[config.mk]
export PLATFORM = sky130hd
export DESIGN_NAME = song_sequencer_flat
export DESIGN_NICKNAME = d
export VERILOG_FILES = /design/src/rtl/song_sequencer_if.sv /design/src/rtl/song_sequencer.sv /design/src/flat_wrapper.sv
export SDC_FILE = /design/constraint.sdc
export NUM_CORES = 1
export LEC_CHECK = 0
export ABC_AREA = 1
export CAP_MARGIN = 20
export CORE_MARGIN = 2
export CORE_UTILIZATION = 46
export DETAILED_ROUTE_END_ITERATION = 7
export PLACE_DENSITY_LB_ADDON = 0.1
export SLEW_MARGIN = 15
export SYNTH_ARGS = -nofsm -noshare
export SYNTH_HDL_FRONTEND = slang
export SYNTH_SLANG_ARGS = --single-unit
[constraint.sdc]
create_clock -name clk -period 1.4 [get_ports clk]
set_input_delay 0.21 -clock clk [delete_from_list [all_inputs] [get_ports clk]]
set_output_delay 0.21 -clock clk [all_outputs]
set_load 0.01 [all_outputs]
[src/rtl/song_sequencer_if.sv]
// Sequencer bus: control inputs, song ROM port and note-load outputs.
// master = song_sequencer side, slave = environment (ROM, distributor, control).
interface song_sequencer_if #(
    parameter int IDX_W  = 5,
    parameter int SONG_W = 2
);
    logic                    play;
    logic                    beat;
    logic [SONG_W-1:0]       song;
    logic                    voice_free;
    logic [SONG_W+IDX_W-1:0] rom_addr;
    logic [15:0]             rom_data;
    logic                    load_new_note;
    logic [5:0]              note_to_load;
    logic [5:0]              duration_to_load;
    logic                    song_done;

    modport master (
        input  play, beat, song, voice_free, rom_data,
        output rom_addr, load_new_note, note_to_load,
        output duration_to_load, song_done
    );

    modport slave (
        output play, beat, song, voice_free, rom_data,
        input  rom_addr, load_new_note, note_to_load,
        input  duration_to_load, song_done
    );
endinterface

[src/rtl/song_sequencer.sv]
// Song sequencer: walks one song in the song ROM and issues notes/waits.
// Ports: clk, reset (async, active-high), bus (song_sequencer_if.master).
module song_sequencer #(
    parameter int IDX_W  = 5,
    parameter int SONG_W = 2
) (
    input  logic               clk,
    input  logic               reset,
    song_sequencer_if.master   bus
);

    localparam logic [2:0] S_FETCH    = 3'd0;
    localparam logic [2:0] S_ROM_WAIT = 3'd1;
    localparam logic [2:0] S_DECODE   = 3'd2;
    localparam logic [2:0] S_WAIT     = 3'd3;
    localparam logic [2:0] S_DONE     = 3'd4;

    logic [2:0]              state_q, state_d;
    logic [SONG_W-1:0]       song_q, song_d;
    logic [IDX_W-1:0]        idx_q, idx_d;
    logic [5:0]              wait_q, wait_d;
    logic [SONG_W+IDX_W-1:0] addr_q, addr_d;
    logic [5:0]              note_q, note_d;
    logic [5:0]              dur_q, dur_d;

    logic [15:0] word;
    logic        is_end;
    logic        is_wait;
    logic [5:0]  beats;
    logic        song_chg;
    logic        last_idx;
    logic        load;
    logic        adv;

    assign word     = bus.rom_data;
    assign is_end   = (word == 16'h0000);
    assign is_wait  = word[15];
    assign beats    = word[5:0];
    assign song_chg = (bus.song != song_q);
    assign last_idx = (idx_q == {IDX_W{1'b1}});

    // Pulse is combinational in DECODE so it lands 2 cycles after FETCH.
    assign load = (state_q == S_DECODE) && bus.play && !song_chg
                  && !is_end && !is_wait && bus.voice_free;

    always_comb begin
        state_d = state_q;
        song_d  = song_q;
        idx_d   = idx_q;
        wait_d  = wait_q;
        addr_d  = addr_q;
        note_d  = note_q;
        dur_d   = dur_q;
        adv     = 1'b0;
        if (song_chg) begin
            // Song change wins over everything, even while paused.
            song_d  = bus.song;
            idx_d   = '0;
            wait_d  = '0;
            addr_d  = {bus.song, {IDX_W{1'b0}}};
            state_d = S_FETCH;
        end else if (bus.play) begin
            unique case (state_q)
                S_FETCH: begin
                    addr_d  = {song_q, idx_q};
                    state_d = S_ROM_WAIT;
                end
                S_ROM_WAIT: begin
                    state_d = S_DECODE;
                end
                S_DECODE: begin
                    if (is_end) begin
                        state_d = S_DONE;
                    end else if (is_wait) begin
                        if (beats == 6'd0) begin
                            adv = 1'b1;
                        end else begin
                            wait_d  = beats;
                            state_d = S_WAIT;
                        end
                    end else if (load) begin
                        note_d = word[14:9];
                        dur_d  = word[8:3];
                        adv    = 1'b1;
                    end
                end
                S_WAIT: begin
                    if (bus.beat) begin
                        if (wait_q == 6'd1) begin
                            adv = 1'b1;
                        end else begin
                            wait_d = wait_q - 6'd1;
                        end
                    end
                end
                S_DONE: begin
                    state_d = S_DONE;
                end
                default: begin
                    state_d = S_FETCH;
                end
            endcase
            // Stepping past the last word ends the song instead of wrapping.
            if (adv) begin
                if (last_idx) begin
                    state_d = S_DONE;
                end else begin
                    idx_d   = idx_q + 1'b1;
                    state_d = S_FETCH;
                end
            end
        end
    end

    always_ff @(posedge clk or posedge reset) begin
        if (reset) begin
            state_q <= S_FETCH;
            song_q  <= '0;
            idx_q   <= '0;
            wait_q  <= '0;
            addr_q  <= '0;
            note_q  <= '0;
            dur_q   <= '0;
        end else begin
            state_q <= state_d;
            song_q  <= song_d;
            idx_q   <= idx_d;
            wait_q  <= wait_d;
            addr_q  <= addr_d;
            note_q  <= note_d;
            dur_q   <= dur_d;
        end
    end

    // Note/duration show the ROM word during the pulse, then the held copy.
    assign bus.rom_addr         = addr_q;
    assign bus.load_new_note    = load;
    assign bus.note_to_load     = load ? word[14:9] : note_q;
    assign bus.duration_to_load = load ? word[8:3] : dur_q;
    assign bus.song_done        = (state_q == S_DONE);

endmodule

[src/flat_wrapper.sv]
// flat-port wrapper written by rule: the top's interface ports become plain ports
module song_sequencer_flat 
#(
    parameter int IDX_W  = 5,
    parameter int SONG_W = 2
)
  (clk, reset, bus_play, bus_beat, bus_song, bus_voice_free, bus_rom_data, bus_rom_addr, bus_load_new_note, bus_note_to_load, bus_duration_to_load, bus_song_done);
  song_sequencer_if #(.IDX_W(IDX_W), .SONG_W(SONG_W)) bus_i ();
  input  logic clk;
  input  logic reset;
  input wire logic [$bits(bus_i.play)-1:0] bus_play;
  input wire logic [$bits(bus_i.beat)-1:0] bus_beat;
  input wire logic [$bits(bus_i.song)-1:0] bus_song;
  input wire logic [$bits(bus_i.voice_free)-1:0] bus_voice_free;
  input wire logic [$bits(bus_i.rom_data)-1:0] bus_rom_data;
  output wire logic [$bits(bus_i.rom_addr)-1:0] bus_rom_addr;
  output wire logic [$bits(bus_i.load_new_note)-1:0] bus_load_new_note;
  output wire logic [$bits(bus_i.note_to_load)-1:0] bus_note_to_load;
  output wire logic [$bits(bus_i.duration_to_load)-1:0] bus_duration_to_load;
  output wire logic [$bits(bus_i.song_done)-1:0] bus_song_done;
  assign bus_i.play = bus_play;
  assign bus_i.beat = bus_beat;
  assign bus_i.song = bus_song;
  assign bus_i.voice_free = bus_voice_free;
  assign bus_i.rom_data = bus_rom_data;
  assign bus_rom_addr = bus_i.rom_addr;
  assign bus_load_new_note = bus_i.load_new_note;
  assign bus_note_to_load = bus_i.note_to_load;
  assign bus_duration_to_load = bus_i.duration_to_load;
  assign bus_song_done = bus_i.song_done;
  song_sequencer #(.IDX_W(IDX_W), .SONG_W(SONG_W)) u_core (.clk(clk), .reset(reset), .bus(bus_i));
endmodule
==> summary.md, run 1 <==
| Metric | Value |
|---|---|
| CP endpoint | bus_note_to_load[2] |
| Final setup viols | 47 |
| CTS max path bufs | 2 |
| Final Wtd Congestion | 0.875 |
| Final WL | 8.59 mm |
| Peak VDD IR | 582 uV |
| DR WL/cell | 18.5 um |
| Top FF cell, synth | dfrtp_1 |
| Crit path launch | bus_play |
| Post-synthesis xor/xnor area fraction | 0.0165 |
| WS Path Type | input pin to output port |
| Final worst path period need | 1970 ps |
| Slowest-stage cell, CP | clkdlybuf4s50_1 |
| Reg2reg start | u_core.state_q[1] |
| CP Depth | 11 |
| Area leader, netlist | dfrtp_1 |
| Critical Path Source Type | input pin |
| Initial Util | 0.483 |
| Min-Delay Path Class | input pin to flop |
| DP Area | 3080 um2 |
| Power per cell area | 777 nW/um2 |
| Sinks on Clock Net | 35 |
| Max Fclk | 507 MHz |
| RR Endpoint | u_core.state_q[0] |
| Worst hold slack | 242 ps |
| Mapped Cells | 282 |
| Rows | 24 |
| Post-route worst setup slack | -572 ps |
| Area growth syn-to-layout | 82.7% |
| Clock latency on the worst-skew pair | 290 ps |
| Post-synth top area share | 0.413 |
| Worst Setup End Kind | output port |
| Total GRT Usage | 0.289 |
| Via-to-Cell Ratio | 5.58 |
| Share of flip-flops with an asynchronous set or reset | 1.00 |
| Post-synthesis instance area | 2120 um2 |
| RSZ-0062 raised after global routing | true |
| R2r setup slk | -450 ps |
| Net count, final | 439 |
| Max incr delay on CP | 480 ps |
| Outcome | finished with violations |
| Post-route ant nets | 0 |
| Syn nets | 309 |
| Total global routing overflow | 0 |
| Flops & latches, synth | 35 |
| # DRC | 0 |
| Failing checks | setup timing |
| I/O Buffers | 43 |
| Vias in the first global route | 2,473 |
| DR iter-0 viols | 201 |
| First-pass GRT wire length | 11.5 mm |
| Top post-synthesis cells by area | dfrtp_1 41%, nand2_1 16%, nand3_1 5.9% |
| Synth Warn # | 0 |
| Max cap viols | 0 |
| Core footprint | 4380 um2 |
| Clock slew at reported path FFs | 70 ps |
| Distinct cells, synth | 33 |
| CP cell instances | clkdlybuf4s50_1 -> nand3_1 -> inv_1 -> nand2_2 -> nor2_4 -> nand2_4 -> buf_6 -> clkinv_8 -> nand2_4 -> nand2_2 -> buf_6 |
| Die area | 5170 um2 |
| Critical Path Fanout Max | 6 |
| Worst EP required | 1190 ps |
| Cts hold-fix bufs | 0 |
| Leak | 0.00212 uW |
| CTS tree | done |
| Adder-Cell Fraction of Synth Area | 0.0236 |
| Largest net degree at the start of global routing | 36 |
| Slew HR | 0.804 |
| Share of layout cells above drive strength 1 | 0.538 |
| Post-synthesis mux area share | 0.00472 |
| Worst Skew | 9.54 ps |
| Final core occ | 0.883 |
| Largest family of logic cells by synthesized area | simple AND/OR/NAND/NOR gates |
| Antenna Diode Count | 0 |
| Mean Syn Cell Area | 7.52 um2 |
| Final worst-path cycle share | 1.41 |
| Final TNS setup | -15,060 ps |
| Slew @ Worst Pin | 286 ps |
| CTS H-tree depth | 2 |
| Root buffer cell | clkbuf_8 |
| Post-route cell area | 3870 um2 |
| Delay-heaviest family, CP | buffers and inverters |
| FF-to-FF path depth | 15 |
| Final hold violations | 0 |
| Compound-Gate Fraction of Synth Area | 0.0773 |
| Worst path bufs/invs | 5 |
| Max Slew Vio Count | 0 |
| IO Count | 44 |
| Die Width | 71.9 um |
| Crit path DAT | 1760 ps |
| EDFF count, synth | 0 |
| Inserted Clock Buffers | 5 |
| Die height | 71.9 um |
| Detailed placement HPWL | 3.98 mm |
| Detailed-route via count | 2,594 |
| Seq/Total Area, Yosys | 0.413 |
| Simple-gate share of the synthesized area | 0.387 |
| Initial antenna violation count | 0 |
| Drt first pass iters | 5 |
## worst min path at each step
stage,from,to,slack (ps),depth (start not counted)
final,bus_song[1],u_core.song_q[1],240,1
after global routing,bus_song[1],u_core.song_q[1],250,1
after CTS,bus_song[1],u_core.song_q[1],240,1
after detailed placement,u_core.note_q[0],u_core.note_q[0],480,2
after global placement,u_core.note_q[3],u_core.note_q[3],480,2
after floorplan,bus_song[0],u_core.song_q[0],310,1
## repair_timing
action,4_1_cts,5_1_grt
gates cloned,3,0
resized for setup,168,66
pin swaps,36,27
buffers inserted,22,10
setup endpoints to repair,45,52
## metal layers
layer  share of wire  vias to the layer above  GRT usage
met5               0                        -          0
met4           0.051                        0      0.138
met3           0.056                       41     0.0478
met2            0.51                      142      0.523
met1            0.38                     1254      0.329
li1                -                     1157          -
## registers in the layout, summed over array words and instances (netlist names)
| register | cells |
|---|---|
| u_core.song_q | 2 |
| u_core.state_q | 3 |
| u_core.idx_q | 5 |
| u_core.bus.rom_addr | 7 |
| u_core.wait_q | 6 |
| u_core.dur_q | 6 |
| u_core.note_q | 6 |
## where the power goes
| part | total, uW | switching (uW) | internal, uW |
|---|---|---|---|
| Combinational | 1040 | 553 | 485 |
| Sequential | 1130 | 52.5 | 1080 |
| Clock | 835 | 385 | 450 |
## Yosys cell counts (2+ instances only)
cell,count
buf_6,2
o21ai_0,10
xor2_1,4
nand2_1,93
nand3_1,25
ha_1,4
nor2_2,6
nand3_2,2
o21ai_1,7
buf_2,3
clkbuf_1,2
nor2_1,26
o21ai_2,2
dfrtp_1,35
a21oi_1,4
nand2_2,6
nand3b_1,3
inv_1,26
nand2_4,5
inv_2,4
## layout make-up
type | count | area, um2
timing repair buffer | 129 | 1200
clock buffer | 8 | 100
multi-input combinational | 210 | 1500
inverter | 30 | 125
sequential | 35 | 876
fill | 201 | 512
tap | 52 | 65.1
timing repair inverter | 1 | 7.51
## cells in the final DEF, fill, tap and decap left out, types with 7 or more instances in the layout
cell type	netlist	routed
inv_1	26	19
nand2_4	5	15
o21ai_1	7	10
inv_2	4	10
nor2_4	1	9
buf_6	2	31
dfrtp_1	35	35
nor2_2	6	8
nand3_1	25	17
nand2_2	6	43
dlygate4sd2_1	0	16
nand2_1	93	45
clkbuf_8	0	7
buf_4	1	62
nor2_1	26	16
## through the flow
step / std cells / power [uW] / setup WS (ps)
finish: 465 / 3010 / -572
global route: 465 / 3100 / -645
CTS: 459 / 2810 / -468
detailed placement: 430 / 1860 / -924
global placement: 430 / 1850 / -885
floorplan: 282 / 1500 / -52.2
## cells by family (layout without fill, tap and decap cells)
logic type,Yosys count,count (layout)
adders and majority gates,4,4
xor gates and xnor gates,4,4
muxes,1,1
AOI/OAI and AO/OA,28,28
DFF,35,35
and+or+nand+nor,172,173
buffers and inverters,38,168
Note: power is estimated with default switching activity, not from simulation.
==> run 2, diff against run 1 <==
CORE_MARGIN = unset   (was 2)
==> run 2 against run 1 <==
Effect of this change: the run still ends with setup timing left; power decreased by 1.9%; hold slack got worse by 4.2 ps; core utilization increased by 0.37 points; sequential share of layout area decreased by 0.095 points; first-iteration DRC count increased by 0.50%; clock skew decreased by 1.4 ps; final area increased by 0.42%; critical endpoint is now bus_duration_to_load[5]; highest routed layer unchanged.
==> summary.md, run 2 (synthesis gave the netlist of run 1 again) <==
| Metric | Value |
|---|---|
| Worst EP required | 1190 ps |
| Total GRT Usage | 0.297 |
| Post-route ant nets | 0 |
| Clock slew at reported path FFs | 70 ps |
| Initial Util | 0.483 |
| R2r setup slk | -400 ps |
| Detailed-route via count | 2,519 |
| Reg2reg start | u_core.state_q[1] |
| Clock latency on the worst-skew pair | 290 ps |
| Max Slew Vio Count | 0 |
| Worst Skew | 8.16 ps |
| Final setup viols | 45 |
| RSZ-0062 raised after global routing | true |
| Outcome | finished with violations |
| Max cap viols | 0 |
| Critical Path Fanout Max | 7 |
| Cts hold-fix bufs | 0 |
| Final WL | 8.26 mm |
| Root buffer cell | clkbuf_8 |
| Final Wtd Congestion | 0.870 |
| FF-to-FF path depth | 13 |
| Power per cell area | 759 nW/um2 |
| Total global routing overflow | 0 |
| WHS Endpoint | u_core.song_q[1] |
| Die area | 4880 um2 |
| Min-Delay Path Class | input pin to flop |
| Hold Path Stages | 1 |
| Largest net degree at the start of global routing | 36 |
| DP Worst Slack | -935 ps |
| Commonest non-fill, non-tap cell in the layout | buf_4 |
| Max reg flops | 7 |
| CTS tree | done |
| Post-route worst setup slack | -506 ps |
| Vias in the first global route | 2,484 |
| Die Width | 69.9 um |
| Post-route cell area | 3890 um2 |
| Reg area | 876 um2 |
| Antenna Diode Count | 0 |
| Worst Setup End Kind | output port |
| IO Count | 44 |
| Area growth syn-to-layout | 83.5% |
| Leak | 0.00203 uW |
| Sinks on Clock Net | 35 |
| Initial antenna violation count | 0 |
| Worst Hold Launch | bus_song[1] |
| Die height | 69.9 um |
| Max Fclk | 525 MHz |
| Peak VDD IR | 550 uV |
| Slew HR | 0.805 |
| Share of layout cells above drive strength 1 | 0.518 |
| Detailed placement HPWL | 3.91 mm |
| Failing checks | setup timing |
| Crit path DAT | 1700 ps |
| CTS max path bufs | 2 |
| DR iter-0 viols | 202 |
| Fill cells | 201 |
| Critical Path Source Type | input pin |
| # DRC | 0 |
| First-pass GRT wire length | 11.3 mm |
| Commonest cells after routing, fill and taps aside | 65 x buf_4, 56 x nand2_1, 35 x dfrtp_1 |
| DP Area | 3080 um2 |
| Core footprint | 4380 um2 |
| Rows | 24 |
| Final hold violations | 0 |
| I/O Buffers | 43 |
| Drt first pass iters | 5 |
| Inserted Clock Buffers | 5 |
| Net count, final | 443 |
| DR WL/cell | 17.6 um |
| RR Endpoint | u_core.idx_q[0] |
| Area occupied by multi-input gates | 1490 um2 |
| Final TNS setup | -13,090 ps |
| Final worst-path cycle share | 1.36 |
| Slew @ Worst Pin | 287 ps |
| Final worst path period need | 1910 ps |
| Via-to-Cell Ratio | 5.37 |
| WS Path Type | input pin to output port |
| CTS H-tree depth | 2 |
==> run 2: how the worst max path moves through the flow <==
stage	from	slack [ps]	cells past startpoint	end
after floorplan	u_core.state_q[2]	-50	10	bus_duration_to_load[0]
after global placement	bus_rom_data[15]	-910	11	bus_duration_to_load[4]
after detailed placement	bus_rom_data[15]	-940	11	bus_duration_to_load[2]
after CTS	u_core.state_q[2]	-470	10	bus_note_to_load[5]
after global routing	bus_play	-580	10	bus_duration_to_load[5]
final	bus_play	-510	10	bus_duration_to_load[5]
==> run 2: worst max-delay path, cell delays in order <==
cell             delay (ps)
clkdlybuf4s50_1         510
nand3_2                 130
inv_1                   100
nand2_2                  70
nor2_4                  120
nand2_4                 120
buf_12                  180
nand2_4                  70
nand2_2                  60
buf_6                   120
==> run 2: through the flow <==
| step | hold slack, ps | utilization | cells | power, uW |
|---|---|---|---|---|
| 6_report | 238 | 0.887 | 469 | 2950 |
| 5_1_grt | 236 | 0.887 | 469 | 3080 |
| 4_1_cts | 242 | 0.838 | 464 | 2790 |
| 3_5_place_dp | 474 | 0.702 | 430 | 1860 |
| 3_3_place_gp | 459 | 0.702 | 430 | 1850 |
| 2_1_floorplan | 308 | - | 282 | 1500 |
==> run 2: what timing repair did <==
item	4_1_cts	5_1_grt
setup endpoints to repair	44	52
gates cloned	2	0
setup buffers	26	9
resized for setup	170	57
pin swaps	38	22
==> run 2: metal layers <==
layer | wire length, um | share of wire | GRT usage | vias to the layer above
li1 | - | - | - | 1159
met1 | 3060 | 0.37 | 0.339 | 1223
met2 | 4420 | 0.54 | 0.529 | 105
met3 | 493 | 0.060 | 0.0693 | 32
met4 | 281 | 0.034 | 0.124 | 0
met5 | 0 | 0 | 0 | -
==> run 2: layout make-up <==
class | count | share of cell area
Multi-Input combinational cell | 210 | 0.382
Timing Repair Buffer | 134 | 0.324
Sequential cell | 35 | 0.225
Inverter | 30 | 0.0309
Clock buffer | 7 | 0.0196
Tap cell | 52 | 0.0167
Clock inverter | 1 | 0.00129
==> run 2: where the power goes <==
group	internal [uW]	switching, uW
Combinational	532	547
Sequential	1080	59.1
Clock	350	381
